`src/rtl/seq_div_pkg.sv`:
```
// Shared types and sizing helpers for the sequential restoring divider.
package seq_div_pkg;

  localparam int STATE_W = 3;

  typedef enum logic [STATE_W-1:0] {
    IDLE,
    LD_A,
    LD_B,
    CALC,
    DONE
  } state_t;

  function automatic int cnt_width(input int width);
    return (width < 2) ? 1 : $clog2(width);
  endfunction

endpackage

```
`src/rtl/seq_divider_if.sv`:
```
// Operand/result bus of seq_divider; the requester uses master, the divider uses slave.
interface seq_divider_if
  import seq_div_pkg::*;
#(
  parameter int WIDTH = 16
);

  logic             start;
  logic [WIDTH-1:0] data_in;
  logic [WIDTH-1:0] quotient;
  logic [WIDTH-1:0] remainder;
  logic             done;
  logic             busy;
  logic             dbz;

  modport master (
    output start, data_in,
    input  quotient, remainder, done, busy, dbz
  );

  modport slave (
    input  start, data_in,
    output quotient, remainder, done, busy, dbz
  );

endinterface

```
`src/rtl/seq_div_ctrl.sv`:
```
// Controller for seq_divider: sequencing FSM, iteration counter and datapath strobes.
module seq_div_ctrl
  import seq_div_pkg::*;
#(
  parameter int WIDTH = 16
) (
  input  logic clk,
  input  logic rst_n,
  input  logic start,
  input  logic divisor_zero,
  output logic accept,
  output logic ld_a,
  output logic ld_b,
  output logic ld_zero,
  output logic step,
  output logic last,
  output logic busy,
  output logic done
);

  localparam int CW = cnt_width(WIDTH);
  localparam logic [CW-1:0] LAST_CNT = CW'(WIDTH - 1);

  state_t        state;
  logic [CW-1:0] cnt;

  // busy and done are registered alongside the state so they change on the same edge.
  always_ff @(posedge clk or negedge rst_n) begin
    if (!rst_n) begin
      state <= IDLE;
      cnt   <= '0;
      busy  <= 1'b0;
      done  <= 1'b0;
    end else begin
      case (state)
        IDLE, DONE: begin
          if (start) begin
            state <= LD_A;
            busy  <= 1'b1;
            done  <= 1'b0;
          end
        end
        LD_A: state <= LD_B;
        LD_B: begin
          cnt <= '0;
          if (divisor_zero) begin
            state <= DONE;
            busy  <= 1'b0;
            done  <= 1'b1;
          end else begin
            state <= CALC;
          end
        end
        CALC: begin
          if (cnt == LAST_CNT) begin
            state <= DONE;
            busy  <= 1'b0;
            done  <= 1'b1;
          end else begin
            cnt <= cnt + CW'(1);
          end
        end
        default: state <= IDLE;
      endcase
    end
  end

  assign accept  = ((state == IDLE) || (state == DONE)) && start;
  assign ld_a    = (state == LD_A);
  assign ld_b    = (state == LD_B);
  assign ld_zero = (state == LD_B) && divisor_zero;
  assign step    = (state == CALC);
  assign last    = (state == CALC) && (cnt == LAST_CNT);

endmodule

```
`src/rtl/seq_divider.sv`:
```
// Sequential restoring divider datapath; instantiates seq_div_ctrl.
// Define SEQ_DIV_SIGNED_EN for two's-complement operands (truncating division).
module seq_divider
  import seq_div_pkg::*;
#(
  parameter int WIDTH = 16
) (
  input  logic          clk,
  input  logic          rst_n,
  seq_divider_if.slave  bus
);

  logic accept, ld_a, ld_b, ld_zero, step, last;
  logic divisor_zero;

  logic [WIDTH-1:0] dividend, divisor, q, r;
  logic [WIDTH-1:0] quotient_q, remainder_q;
  logic             dbz_q;
  logic [WIDTH-1:0] a_mag, b_mag, diff, q_next, r_next, quo_fix, rem_fix;
  logic [WIDTH:0]   t;
  logic             ge;

  assign divisor_zero = (bus.data_in == '0);

  seq_div_ctrl #(.WIDTH(WIDTH)) u_ctrl (
    .clk          (clk),
    .rst_n        (rst_n),
    .start        (bus.start),
    .divisor_zero (divisor_zero),
    .accept       (accept),
    .ld_a         (ld_a),
    .ld_b         (ld_b),
    .ld_zero      (ld_zero),
    .step         (step),
    .last         (last),
    .busy         (bus.busy),
    .done         (bus.done)
  );

  // The partial remainder stays below the divisor, so only the trial value T needs the extra bit.
  assign t      = {r, q[WIDTH-1]};
  assign ge     = (t >= {1'b0, divisor});
  assign diff   = t[WIDTH-1:0] - divisor;
  assign r_next = ge ? diff : t[WIDTH-1:0];
  assign q_next = {q[WIDTH-2:0], ge};

`ifdef SEQ_DIV_SIGNED_EN
  logic sign_a, sign_b;

  assign a_mag   = dividend[WIDTH-1] ? ('0 - dividend) : dividend;
  assign b_mag   = bus.data_in[WIDTH-1] ? ('0 - bus.data_in) : bus.data_in;
  assign quo_fix = (sign_a ^ sign_b) ? ('0 - q_next) : q_next;
  assign rem_fix = sign_a ? ('0 - r_next) : r_next;

  always_ff @(posedge clk or negedge rst_n) begin
    if (!rst_n) begin
      sign_a <= 1'b0;
      sign_b <= 1'b0;
    end else if (ld_b && !ld_zero) begin
      sign_a <= dividend[WIDTH-1];
      sign_b <= bus.data_in[WIDTH-1];
    end
  end
`else
  assign a_mag   = dividend;
  assign b_mag   = bus.data_in;
  assign quo_fix = q_next;
  assign rem_fix = r_next;
`endif

  // The final shift step and the result latch share an edge, so results come from the next-state values.
  always_ff @(posedge clk or negedge rst_n) begin
    if (!rst_n) begin
      dividend    <= '0;
      divisor     <= '0;
      q           <= '0;
      r           <= '0;
      quotient_q  <= '0;
      remainder_q <= '0;
      dbz_q       <= 1'b0;
    end else begin
      if (accept)
        dbz_q <= 1'b0;
      if (ld_a)
        dividend <= bus.data_in;
      if (ld_zero) begin
        quotient_q  <= '1;
        remainder_q <= dividend;
        dbz_q       <= 1'b1;
      end else if (ld_b) begin
        divisor <= b_mag;
        q       <= a_mag;
        r       <= '0;
      end
      if (step) begin
        q <= q_next;
        r <= r_next;
      end
      if (last) begin
        quotient_q  <= quo_fix;
        remainder_q <= rem_fix;
      end
    end
  end

  assign bus.quotient  = quotient_q;
  assign bus.remainder = remainder_q;
  assign bus.dbz       = dbz_q;

endmodule

```
`src/flat_wrapper.sv`:
```
// flat-port wrapper written by rule: the top's interface ports become plain ports
module seq_divider_flat import seq_div_pkg::*;
#(
  parameter int WIDTH = 16
)
  (clk, rst_n, bus_start, bus_data_in, bus_quotient, bus_remainder, bus_done, bus_busy, bus_dbz);
  seq_divider_if #(.WIDTH(WIDTH)) bus_i ();
  input  logic clk;
  input  logic rst_n;
  input wire logic [$bits(bus_i.start)-1:0] bus_start;
  input wire logic [$bits(bus_i.data_in)-1:0] bus_data_in;
  output wire logic [$bits(bus_i.quotient)-1:0] bus_quotient;
  output wire logic [$bits(bus_i.remainder)-1:0] bus_remainder;
  output wire logic [$bits(bus_i.done)-1:0] bus_done;
  output wire logic [$bits(bus_i.busy)-1:0] bus_busy;
  output wire logic [$bits(bus_i.dbz)-1:0] bus_dbz;
  assign bus_i.start = bus_start;
  assign bus_i.data_in = bus_data_in;
  assign bus_quotient = bus_i.quotient;
  assign bus_remainder = bus_i.remainder;
  assign bus_done = bus_i.done;
  assign bus_busy = bus_i.busy;
  assign bus_dbz = bus_i.dbz;
  seq_divider #(.WIDTH(WIDTH)) u_core (.clk(clk), .rst_n(rst_n), .bus(bus_i));
endmodule
```
`config.mk`:
```
export PLATFORM = sky130hd
export DESIGN_NAME = seq_divider_flat
export DESIGN_NICKNAME = d
export VERILOG_FILES = /design/src/rtl/seq_div_pkg.sv /design/src/rtl/seq_divider_if.sv /design/src/rtl/seq_div_ctrl.sv /design/src/rtl/seq_divider.sv /design/src/flat_wrapper.sv
export SDC_FILE = /design/constraint.sdc
export NUM_CORES = 1
export LEC_CHECK = 0
export ABC_CLOCK_PERIOD_IN_PS = 3600
export CORE_ASPECT_RATIO = 0.8
export CORE_UTILIZATION = 36
export CTS_CLUSTER_DIAMETER = 200
export CTS_CLUSTER_SIZE = 14
export DETAILED_ROUTE_END_ITERATION = 8
export SYNTH_ARGS = -nofsm -noshare
export SYNTH_HDL_FRONTEND = slang
export SYNTH_HIERARCHICAL = 1
export SYNTH_SLANG_ARGS = --single-unit
```
`constraint.sdc`:
```
create_clock -name clk -period 3.6 [get_ports clk]
set_input_delay 0.36 -clock clk [delete_from_list [all_inputs] [get_ports clk]]
set_output_delay 0.36 -clock clk [all_outputs]
set_load 0.05 [all_outputs]
```
==> results of run 1 <==
sequential cells by signal (all words and copies together), names as in the netlist, 3 cells and up:
signal / count
u_core/a_mag: 16
u_core/q: 16
u_core/u_ctrl/state: 3
u_core/bus.remainder: 16
u_core/bus.quotient: 16
u_core/r: 16
u_core/u_ctrl/cnt: 4
u_core/divisor: 16
power by group:
part           internal, mW  switching [mW]  leakage, nW
combinational          1.42            2.62         1.32
clock                 0.617           0.459        0.158
sequential             1.68           0.395         1.29
per-stage QoR:
stage / total power, mW / hold slack (ns) / area, um2 / setup WS (ns)
after floorplan: 5.12 / 0.0644 / 5670 / 1.09
after global placement: 6.05 / 0.460 / 6430 / 0.164
after detailed placement: 6.11 / 0.472 / 6430 / 0.140
after CTS: 7.22 / 0.109 / 6750 / 0.498
after global routing: 7.73 / 0.128 / 6750 / 0.368
final: 7.20 / 0.0519 / 6750 / 0.395
layer usage:
metal  vias to the layer above  wire length [um]  share of wire, %  GRT usage [%]
li1                       2205                 -                 -              -
met1                      2214              7170                50           27.7
met2                       118              6320                44           28.4
met3                        19               677               4.7           3.68
met4                         0               294               2.0           6.59
met5                         -                 0                 0              0
how the worst min path moves through the flow:
stage                       startpoint                 end  slack, ns  cells past startpoint
floorplan                        rst_n     u_core/a_mag[0]       0.06                      0
global placement    u_core/u_ctrl/done  u_core/u_ctrl/done       0.46                      1
detailed placement      u_core/bus.dbz      u_core/bus.dbz       0.47                      1
CTS                              rst_n  u_core/divisor[13]       0.11                      2
global route                     rst_n  u_core/u_ctrl/busy       0.13                      2
finish                           rst_n  u_core/u_ctrl/done       0.05                      2
logic make-up after synthesis:
family | Yosys count | synth area share [%]
flops | 106 | 46.8
simple gates | 179 | 15.4
compound gates | 177 | 20.4
fa+ha+maj | 18 | 4.10
mux | 38 | 7.24
xor+xnor | 8 | 1.24
buf+inv | 61 | 4.85
synth_stat cells, types with 2 or more instances:
| cell type | number |
|---|---|
| dfrtp_1 | 106 |
| nand2_1 | 83 |
| o21ai_0 | 68 |
| nor2_1 | 27 |
| clkbuf_1 | 24 |
| a21oi_1 | 23 |
| inv_1 | 23 |
| mux2_2 | 20 |
| a211oi_1 | 17 |
| ha_1 | 17 |
| mux2i_1 | 17 |
| o211ai_1 | 16 |
| nor2b_1 | 14 |
| nand4_1 | 11 |
| a31oi_1 | 10 |
| nand3_1 | 10 |
| o31ai_1 | 10 |
| a21o_1 | 8 |
| nor3_1 | 7 |
| buf_6 | 5 |
| or3_1 | 5 |
| buf_2 | 4 |
| nand2b_1 | 4 |
| nor4_1 | 4 |
| xnor2_1 | 4 |
| xor2_1 | 4 |
| a211oi_2 | 3 |
| o21a_1 | 3 |
| a31o_2 | 2 |
| buf_1 | 2 |
| clkinv_1 | 2 |
| nor3_2 | 2 |
| nor3b_2 | 2 |
| o21ai_1 | 2 |
worst max-delay path: stages:
cell and delay (ns):
clkdlybuf4s50_1 0.46, nor4_1 0.82, and4_1 0.44, inv_1 0.12
nor3_2 0.39, nor2b_4 0.29, nor2_1 0.17, buf_4 0.24
nand2_1 0.08, o211ai_1 0.10
cell type report:
cell class,count,area [um2]
clock buffer,9,225
clock inverter,7,101
fill,1490,8460
inverter,25,93.8
multi-input combinational,420,2770
sequential,106,2650
tap,210,263
timing repair buffer,66,651
==> results.json, run 1 <==
{
  "run_status": "finished clean",
  "layout-drive-gt1-share_pct": 11.5,
  "vias": 4556,
  "maxCapViolations": 0,
  "grt_pass1_vias": 4487,
  "cp-endpoint": "u_core/r[1]",
  "netlist.area_leader.share_pct": 46.8,
  "ant_nets": 0,
  "grt_max_degree": 107,
  "clk_pin_slew_worst_paths_ns": 0.07,
  "hold_buffers": 0,
  "drt_iter0_drc": 251,
  "fin_cells": 843,
  "cts_inserted_buffers": 9,
  "h-tree-depth": 3,
  "postLayoutCoreUtil_pct": 44.4,
  "synth_cells": 587,
  "startpoint_type": "primary input",
  "rows": 40,
  "yosysTopAreaCell": "dfrtp_1",
  "worst_pin_slew_ns": 1.03,
  "fmax_mhz": 312,
  "postCtsSetupBuffers": 0,
  "antennaDiodeCount": 0,
  "cts_root_buf": "clkbuf_16",
  "cts_max_path_buffers": 2,
  "layout_commonest_cell": "dfrtp_1",
  "port_buffers": 53,
  "cp.arrival_ns": 3.46,
  "placed_cells": 827,
  "gp_congestion": 0.905,
  "die_x_um": 142,
  "r2r_start": "u_core/r[5]",
  "r2r_slack_ns": 0.64,
  "synthArstFlopShare_pct": 100,
  "overflow": 0,
  "ios": 54,
  "timing.final.crit_share_pct": 89.0,
  "drc": 0,
  "yosys-top-cells-area": "dfrtp_1, o21ai_0, nand2_1, mux2_2, ha_1",
  "crit_start": "bus_data_in[13]",
  "fin_nets": 665,
  "leakagePower_nw": 2.77,
  "final_cell_mix": "dfrtp_1, nand2_1, o21ai_0, clkdlybuf4s50_1, nor2_1",
  "core_region_area_mm2": 0.0152,
  "relSlewSlack_pct": 31.1,
  "vdd_drop_max_mv": 0.607,
  "syn_avg_cell_area_um2": 9.66,
  "ys_seq_elements": 106,
  "slew_violations": 0,
  "antenna_found_initial": 1,
  "synth_cell_types": 62,
  "wirelength_um": 14500,
  "wl_per_cell_um": 17.2,
  "synth_flop_cell": "dfrtp_1",
  "grt_pass1_wl_um": 23900,
  "ys_seq_area_share_pct": 46.8,
  "worstSetupPathType": "primary input to flip-flop",
  "rr_endpoint": "u_core/bus.remainder[13]",
  "final_hold_viol_count": 0,
  "drtPass1Iterations": 5,
  "hold_path.class": "primary input to asynchronous set/reset pin",
  "rr_worst_depth": 8,
  "area_delta_synth_final_pct": 19.1,
  "dieArea_mm2": 0.0163,
  "cp.required_ns": 3.86,
  "post_cts_resized": 0,
  "via_per_inst": 5.40,
  "ys_warn_count": 6,
  "start_util_pct": 37.3,
  "critical_path.max_fanout": 39,
  "crit_path_end_kind": "flip-flop",
  "die-height_um": 114,
  "synth-edff-count": 0,
  "clkLatencyLatePin_ns": 0.35,
  "rsz0062_at_grt": "false",
  "synth_area_mm2": 0.00567,
  "skew_ns": 0.00963,
  "hpwl_um": 10500,
  "setup_viol": 0,
  "cts_tree": "yes",
  "cts.sinks": 106,
  "syn_nets": 624,
  "power_density_mw_per_mm2": 1070,
  "fin_crit_ns": 3.21,
  "tns_ns": 0,
  "grt.total_usage_pct": 19.1
}
Power figures use the tool's default switching activity.
==> inputs of run 2 (changes only) <==
--- a/config.mk
+++ b/config.mk
@@ -11,6 +11,7 @@
 export CTS_CLUSTER_DIAMETER = 200
 export CTS_CLUSTER_SIZE = 14
 export DETAILED_ROUTE_END_ITERATION = 8
+export SKIP_CTS_REPAIR_TIMING = 1
 export SYNTH_ARGS = -nofsm -noshare
 export SYNTH_HDL_FRONTEND = slang
 export SYNTH_HIERARCHICAL = 1
==> results of run 2 <==
No change in the layout: final DEF, timing and power equal those of run 1.
==> inputs of run 3 (changes only) <==
--- a/config.mk
+++ b/config.mk
@@ -6,11 +6,12 @@
 export NUM_CORES = 1
 export LEC_CHECK = 0
 export ABC_CLOCK_PERIOD_IN_PS = 3600
-export CORE_ASPECT_RATIO = 0.8
+export CORE_ASPECT_RATIO = 1.75
 export CORE_UTILIZATION = 36
 export CTS_CLUSTER_DIAMETER = 200
 export CTS_CLUSTER_SIZE = 14
 export DETAILED_ROUTE_END_ITERATION = 8
+export MAX_ROUTING_LAYER = met4
 export SKIP_CTS_REPAIR_TIMING = 1
 export SYNTH_ARGS = -nofsm -noshare
 export SYNTH_HDL_FRONTEND = slang
==> run 3 against run 2 <==
Against the previous run:
- die area is 0.10% higher
- combinational power grew 3%
- clock power is 12% lower
- core utilization fell by 0.81 points
- first-iteration DRC count rose by 37%
- wire length rose by 2.7%
- largest cell class unchanged
- setup slack better by 0.41 ns
- final cell count decreased by 2.5%
- sequential power is essentially flat
- critical endpoint is now u_core/r[14]
==> results.json, run 3 (same netlist as run 1, synthesis figures left out) <==
{
  "run_status": "finished clean",
  "wirelength_um": 14900,
  "antenna_found_initial": 0,
  "worstSetupPathType": "flip-flop to flip-flop",
  "core_region_area_mm2": 0.0154,
  "final_cell_mix": "dfrtp_1, nand2_1, o21ai_0, clkdlybuf4s50_1, nor2_1",
  "cts_max_path_buffers": 2,
  "rr_worst_depth": 11,
  "cts.sinks": 106,
  "pwr-share-clk_pct": 13.2,
  "skew_ns": 0.0124,
  "cts_tree": "yes",
  "fin_hold_ws_ns": 0.0390,
  "rows": 60,
  "combPwrFrac_pct": 58.0,
  "ant_nets": 0,
  "cp_slowest_cell": "or4_1",
  "maxCapViolations": 0,
  "dieArea_mm2": 0.0163,
  "fin_crit_ns": 2.80,
  "rr_endpoint": "u_core/r[14]",
  "hpwl_um": 11300,
  "hold_path.class": "primary input to asynchronous set/reset pin",
  "p_sw_mw": 3.49,
  "timing.final.crit_share_pct": 77.7,
  "cp_cell_sequence": "inv_1 > ha_1 > inv_1 > fa_1 > a21o_1 > a221oi_2 > buf_4 > nor2_1 > or4_1 > a211oi_2 > o31ai_1",
  "relSlewSlack_pct": 29.6,
  "crit_path_max_incr_delay_ns": 0.51,
  "cts_root_buf": "clkbuf_16",
  "start_util_pct": 36.8,
  "r2r_start": "u_core/q[15]",
  "critical_path.max_fanout": 4,
  "grt_util_met3_pct": 2.32,
  "antennaDiodeCount": 0,
  "placedInstanceArea_mm2": 0.00642,
  "power_density_mw_per_mm2": 1070,
  "slew_violations": 0,
  "r2r_slack_ns": 0.80,
  "setup_viol": 0,
  "grt_max_degree": 56,
  "clk_pin_slew_worst_paths_ns": 0.07,
  "crit_path_end_kind": "flip-flop",
  "postLayoutCoreUtil_pct": 43.6,
  "final_hold_viol_count": 0,
  "power_mw": 7.19,
  "area_delta_synth_final_pct": 18.3,
  "tns_ns": 0,
  "crit_start": "u_core/q[15]",
  "seqPwrFrac_pct": 28.8,
  "wl_per_cell_um": 18.1,
  "rsz0062_at_grt": "false",
  "ios": 54,
  "h-tree-depth": 3,
  "use_met2_pct": 35.5,
  "gp_congestion": 0.849,
  "fin_nets": 668,
  "via_per_inst": 5.55,
  "drtPass1Iterations": 4,
  "layout-drive-gt1-share_pct": 11.9,
  "cp_common_cell": "inv_1",
  "drt_iter0_drc": 343,
  "cp.arrival_ns": 3.02,
  "die-height_um": 168,
  "grt_busiest_layer": "met2",
  "fmax_mhz": 358,
  "fin_area_mm2": 0.00671,
  "clkLatencyLatePin_ns": 0.35,
  "startpoint_type": "flip-flop",
  "port_buffers": 53,
  "leakagePower_nw": 2.76,
  "cts_inserted_buffers": 9,
  "die_x_um": 96.9,
  "swShare_pct": 48.5,
  "cp.required_ns": 3.82,
  "vias": 4563,
  "overflow": 0,
  "vdd_drop_max_mv": 0.404,
  "worst_pin_slew_ns": 1.05,
  "p_int_mw": 3.71,
  "layout_commonest_cell": "dfrtp_1",
  "grt_pass1_vias": 4580,
  "drc": 0,
  "grt_pass1_wl_um": 24300,
  "met1_usage_pct": 21.6,
  "grt.total_usage_pct": 19.5
}
run 3: layout make-up:
cell class	instances	area, um2
Clock buffer	10	239
Clock inverter	6	48.8
Fill cell	1494	8680
Inverter	25	93.8
Multi-Input combinational cell	420	2770
Sequential cell	106	2650
Tap cell	186	233
Timing Repair Buffer	69	673
run 3: worst max-delay path: cells and delay by family (launching register included):
kind / cells / cell delay [ns]
DFF: 1 / 0.37
AOI/OAI and AO/OA: 4 / 0.80
and+or+nand+nor: 2 / 0.56
buffers and inverters: 3 / 0.35
adders and majority gates: 2 / 0.60
run 3: worst max path at each step:
stage / endpoint / slack [ns] / depth (start not counted)
floorplan: u_core/r[14] / 1.09 / 10
global placement: u_core/q[9] / 0.63 / 10
detailed placement: u_core/q[10] / 0.53 / 10
CTS: u_core/r[14] / 0.77 / 11
global route: u_core/bus.remainder[7] / 0.60 / 8
finish: u_core/r[14] / 0.80 / 11
run 3: power by group through the flow:
stage / logic [mW] / registers [mW] / clock network [mW]
2_1_floorplan: 2.76 / 2.36 / 0
3_3_place_gp: 4.08 / 2.09 / 0
3_5_place_dp: 4.16 / 2.10 / 0
4_1_cts: 4.18 / 2.08 / 0.972
5_1_grt: 4.56 / 2.14 / 1.02
6_report: 4.17 / 2.07 / 0.948
run 3: metrics by stage:
| stage | std cells | worst slack, ns |
|---|---|---|
| after detailed placement | 806 | 0.534 |
| after global placement | 806 | 0.629 |
| after floorplan | 587 | 1.09 |
| final | 822 | 0.804 |
| after CTS | 822 | 0.767 |
| after global routing | 822 | 0.602 |
run 3: metal layers:
layer | up-vias | share of wire, %
met5 | - | 0
met2 | 102 | 55
met1 | 2240 | 40
met4 | 0 | 2.3
li1 | 2204 | -
met3 | 17 | 2.8
